### src/rtl/mem_load_unit.sv
// mem_load_unit: MEM-stage load path; word read over req/ack, stalls until data returns, aligns/extends into MEM_ReadData.
// Optional WAIT timeout abort enabled by defining MEM_LOAD_TIMEOUT_EN.
module mem_load_unit #(
  parameter int TIMEOUT_CYCLES = 15
) (
  input  logic        clk,
  input  logic        rst,
  input  logic        MEM_MemRead,
  input  logic [31:0] MEM_Addr,
  input  logic [2:0]  MEM_LoadType,
  output logic        mem_req,
  output logic [31:0] mem_addr,
  input  logic        mem_ack,
  input  logic [31:0] mem_rdata,
  output logic [31:0] MEM_ReadData,
  output logic        ReadData_Valid,
  output logic        Load_Stall,
  output logic        Load_Misalign,
  output logic        Load_Fault
);
  typedef enum logic [1:0] {IDLE, WAIT, DONE} state_t;
  state_t state, next;
  logic [1:0] off;
  logic [2:0] ltype;
  logic misalign, accept, timeout;
  logic [15:0] hw;
  logic [7:0] bt;
  logic [31:0] aligned;
  // Byte loads never misalign; halfwords need an even address; everything else is a word.
  assign misalign = (MEM_LoadType == 3'd1 || MEM_LoadType == 3'd2) ? MEM_Addr[0] :
                    (MEM_LoadType == 3'd3 || MEM_LoadType == 3'd4) ? 1'b0 : |MEM_Addr[1:0];
  assign accept = MEM_MemRead && !misalign;
  assign Load_Stall = (state == IDLE && accept) || state == WAIT;
  assign hw = off[1] ? mem_rdata[31:16] : mem_rdata[15:0];
  assign bt = off[0] ? hw[15:8] : hw[7:0];
  assign aligned = ltype == 3'd3 ? {{24{bt[7]}}, bt} :
                   ltype == 3'd4 ? {24'h0, bt} :
                   ltype == 3'd1 ? {{16{hw[15]}}, hw} :
                   ltype == 3'd2 ? {16'h0, hw} : mem_rdata;
  always_ff @(posedge clk or posedge rst)
    if (rst) state <= IDLE;
    else state <= next;
  always_comb begin
    next = IDLE;
    next = state == IDLE ? (accept ? WAIT : IDLE) :
           state == WAIT ? (mem_ack ? DONE : timeout ? IDLE : WAIT) : IDLE;
  end
  always_ff @(posedge clk or posedge rst)
    if (rst) begin
      mem_req <= 1'b0;
      mem_addr <= '0;
      off <= '0;
      ltype <= '0;
      MEM_ReadData <= '0;
      ReadData_Valid <= 1'b0;
      Load_Misalign <= 1'b0;
    end else begin
      if (state == IDLE && accept) begin
        mem_addr <= {MEM_Addr[31:2], 2'b00};
        off <= MEM_Addr[1:0];
        ltype <= MEM_LoadType;
      end
      mem_req <= next == WAIT;
      ReadData_Valid <= next == DONE;
      MEM_ReadData <= (state == WAIT && mem_ack) ? aligned : 32'd0;
      Load_Misalign <= state == IDLE && MEM_MemRead && misalign;
    end
`ifdef MEM_LOAD_TIMEOUT_EN
  logic [7:0] cnt;
  // An ack arriving on the limit cycle still completes the read.
  assign timeout = cnt == 8'(TIMEOUT_CYCLES - 1) && !mem_ack;
  always_ff @(posedge clk or posedge rst)
    if (rst) begin
      cnt <= '0;
      Load_Fault <= 1'b0;
    end else begin
      cnt <= state == WAIT ? cnt + 8'd1 : 8'd0;
      Load_Fault <= state == WAIT && timeout;
    end
`else
  assign timeout = 1'b0;
  assign Load_Fault = TIMEOUT_CYCLES == 0;
`endif
endmodule
### config.mk
export PLATFORM = sky130hd
export DESIGN_NAME = mem_load_unit
export DESIGN_NICKNAME = d
export VERILOG_FILES = /design/src/rtl/mem_load_unit.sv
export SDC_FILE = /design/constraint.sdc
export NUM_CORES = 1
export LEC_CHECK = 0
export ABC_CLOCK_PERIOD_IN_PS = 1700
export BUFFER_PORTS_ARGS = -buffer_cell sky130_fd_sc_hd__buf_2
export CORE_MARGIN = 5
export CORE_UTILIZATION = 45
export CTS_BUF_LIST = sky130_fd_sc_hd__clkbuf_8
export DETAILED_ROUTE_END_ITERATION = 10
export GPL_ROUTABILITY_DRIVEN = 0
export GPL_TIMING_DRIVEN = 0
export MAX_ROUTING_LAYER = met4
export PLACE_DENSITY = 0.78
export SLEW_MARGIN = 10
export SYNTH_ARGS = -nofsm -noshare
export SYNTH_HDL_FRONTEND = slang
export SYNTH_SLANG_ARGS = --single-unit
### constraint.sdc
create_clock -name clk -period 1.7 [get_ports clk]
set_input_delay 0 -clock clk [delete_from_list [all_inputs] [get_ports clk]]
set_output_delay 0 -clock clk [all_outputs]
set_load 0.01 [all_outputs]
==> metrics.csv <==
metric,value,unit
Die Height,98.7,um
maximum vdd drop,0.000535,V
layout cell share with drive strength beyond 1,44.7,%
post-synth top area share,50.9,%
actual slew at the worst max-slew pin,0.529,ns
CP Launch Type,register,
"Design Area, Final",5150,um2
Relative slew margins,64.6,%
most frequent cells in the layout,"buf_2 (140), dfrtp_1 (72), dlygate4sd3_1 (46), a21oi_1 (32), o21ai_0 (25)",
DP Area,4410,um2
reg-to-reg endpoint,MEM_ReadData[7]$_DFF_PP0_,
post-synthesis mux area share,18.1,%
global-route wire length before repair,17000,um
total track usage,22.6,%
min-delay src,mem_rdata[3],
Placement Rows,32,
max cap viols,0,
post-synthesis compound-gate area fraction,18.7,%
remaining antenna violation count,0,
Synth cell types,37,
Total Die Area,9750,um2
final WL,10600,um
Hold EP,MEM_ReadData[3]$_DFF_PP0_,
I/O pin cnt,140,
post-route clock period utilization,97.0,%
crit-path max FO,10,
Yosys top cell by area,dfrtp_1,
DP Wirelength,7290,um
count of state elements after synthesis,72,
DRC viols,0,
vias in the first global route,3454,
Num CTS Buffers,9,
RR Startpoint,ltype[1]$_DFFE_PP0P_,
initial drt markers,206,
Post-Synth XOR/XNOR Area,0.247,%
Final Hold Fails,0,
flop-to-flop setup slack,0.05,ns
"leading cell type in the layout, fill and taps excluded",buf_2,
CTS sink count,72,
Syn Inst Count,310,
Adder-Cell Fraction of Synth Area,0,%
"Avg Cell Area, Syn",11.4,um2
HP Class,input pin to register,
detailed-route via count,3431,
H-tree levels,3,
Yosys warnings,0,
Crit path arrival time,1.90,ns
Post-Synth Simple-Gate Area,7.31,%
crit path time final,1.65,ns
# port buffers,136,
LEAKAGE,0.00254,uW
Layout area overhead,45.3,%
Worst R2R Path Depth,5,
hold-critical path depth,3,
Layout Nets,580,
setup slack at placement,-0.262,ns
drt wl/cell,17.2,um
final worst slack,0.0508,ns
CTS tree,yes,
clock latency on the worst-skew pair,0.35,ns
P per Cell Area,1340,nW/um2
Fmax,606,MHz
Clock Skews,0.0152,ns
Setup crit end kind,register,
setup TNS,0,ns
"Seq/Total Area, Yosys",50.9,%
CTS root buf,clkbuf_8,
Final setup violation count,0,
Clock Path Buffers,2,
critical path class,register to register,
Fillers,619,
Vias/cell,5.57,
Initial Util,46.1,%
Overflow after GRT,0,
ranking of synthesized cells by area,"dfrtp_1 (51%), mux2_4 (6.8%), mux2_2 (5.7%), a21oi_1 (4.5%), mux4_2 (4.5%)",
core footprint,7690,um2
DIE WIDTH,98.7,um
run status,"finished, final reports clean",
Initial DRT Pass Iterations,5,
synthesized area,3540,um2
clock-pin slew on the worst setup and hold paths,0.08,ns
final core utilization,66.9,%
ant diodes,0,
largest net degree at the start of global routing,29,
critical path required time,1.95,ns
initial antenna violation count,0,
largest family of logic cells by synthesized area,compound AO/OA/AOI/OAI gates,
max-slew violations,0,
[registers in the layout, indices dropped and copies added, names as in the netlist]
name	cells
mem_req	1
MEM_ReadData	32
state	2
ltype	3
ReadData_Valid	1
mem_addr	30
Load_Misalign	1
off	2
[Yosys cell counts]
cell type / instances
mux2_2: 18
o211ai_1: 17
o21bai_1: 2
buf_4: 3
mux4_2: 7
a2111o_1: 1
conb_1: 1
buf_2: 3
nand3b_1: 1
o21a_1: 1
nand2b_1: 2
nand2_1: 27
a211oi_2: 1
nor2_1: 14
nor3b_1: 2
buf_6: 2
nor2b_1: 1
mux2i_1: 4
clkbuf_1: 17
nor2b_4: 1
mux2_4: 16
o21ai_0: 26
o311ai_0: 7
o22ai_1: 1
or2_2: 1
buf_8: 1
dfrtp_1: 72
and2_0: 1
a2bb2oi_1: 15
or2_0: 1
inv_1: 5
and3b_1: 2
a21oi_1: 32
or3b_2: 1
xor2_1: 1
nand3_1: 1
buf_1: 2
[worst max-delay path by stage]
stage,to,startpoint,depth (start not counted),slack [ns]
final,MEM_ReadData[7]$_DFF_PP0_,ltype[1]$_DFFE_PP0P_,5,0.05
after global routing,MEM_ReadData[26]$_DFF_PP0_,off[1]$_DFFE_PP0P_,5,-0.007
after CTS,MEM_ReadData[6]$_DFF_PP0_,ltype[0]$_DFFE_PP0P_,4,0.001
after detailed placement,MEM_ReadData[8]$_DFF_PP0_,ltype[0]$_DFFE_PP0P_,4,-0.26
after global placement,MEM_ReadData[25]$_DFF_PP0_,ltype[0]$_DFFE_PP0P_,6,-0.20
after floorplan,MEM_ReadData[22]$_DFF_PP0_,ltype[0]$_DFFE_PP0P_,6,0.12
[metal layers]
layer	vias up	wire length [um]	global-route usage, %
met5	-	0	-
met4	0	393	12.3
met3	40	912	3.11
met2	230	5150	35.6
met1	1636	4130	28.1
li1	1525	-	-
[cell families after synthesis]
family	count (synthesis)
buffers and inverters	33
other	1
AND/OR/NAND/NOR	55
XOR/XNOR	1
flip-flops	72
AO/OA/AOI/OAI	103
multiplexers	45
[layout make-up]
class	count	area (um2)	share of cell area [%]
inverters	5	22.5	0.438
multi-input cells	207	1610	31.3
clock buffers	10	138	2.67
clock inverters	6	66.3	1.29
well taps	102	128	2.48
flip-flops and latches	72	1800	35.0
plain buffers	26	160	3.11
repair buffers	188	1220	23.7
[critical path: stages, from the launching register on]
cell and delay, ns:
dfrtp_1 0.41, buf_2 0.20, or3b_2 0.54, nand2_4 0.14, nand2_1 0.07, a21oi_1 0.22
[report_power, final]
part	switching (uW)	total (uW)	internal, uW
registers	220	2350	2130
logic	1670	3200	1530
clock network	653	1380	723
total	2540	6920	4380
[metrics by stage]
step                total power [uW]  hold slack, ns  std cells
floorplan                       4330          0.0983        312
global placement                5120           0.217        550
detailed placement              5250          0.0687        552
CTS                             6810          0.0108        615
global route                    7330          0.0546        616
finish                          6920          0.0290        616
[what timing repair did]
| item | 4_1_cts | 5_1_grt |
|---|---|---|
| cloned | 0 | 0 |
| endpoints found under the setup margin | 28 | 30 |
| gates resized for setup | 14 | 23 |
| hold endpoints to repair | 67 | 0 |
| hold buffers | 46 | 0 |
| pin swaps | 2 | 0 |
| buffers inserted | 2 | 2 |
Note: power is estimated with default switching activity, not from simulation.
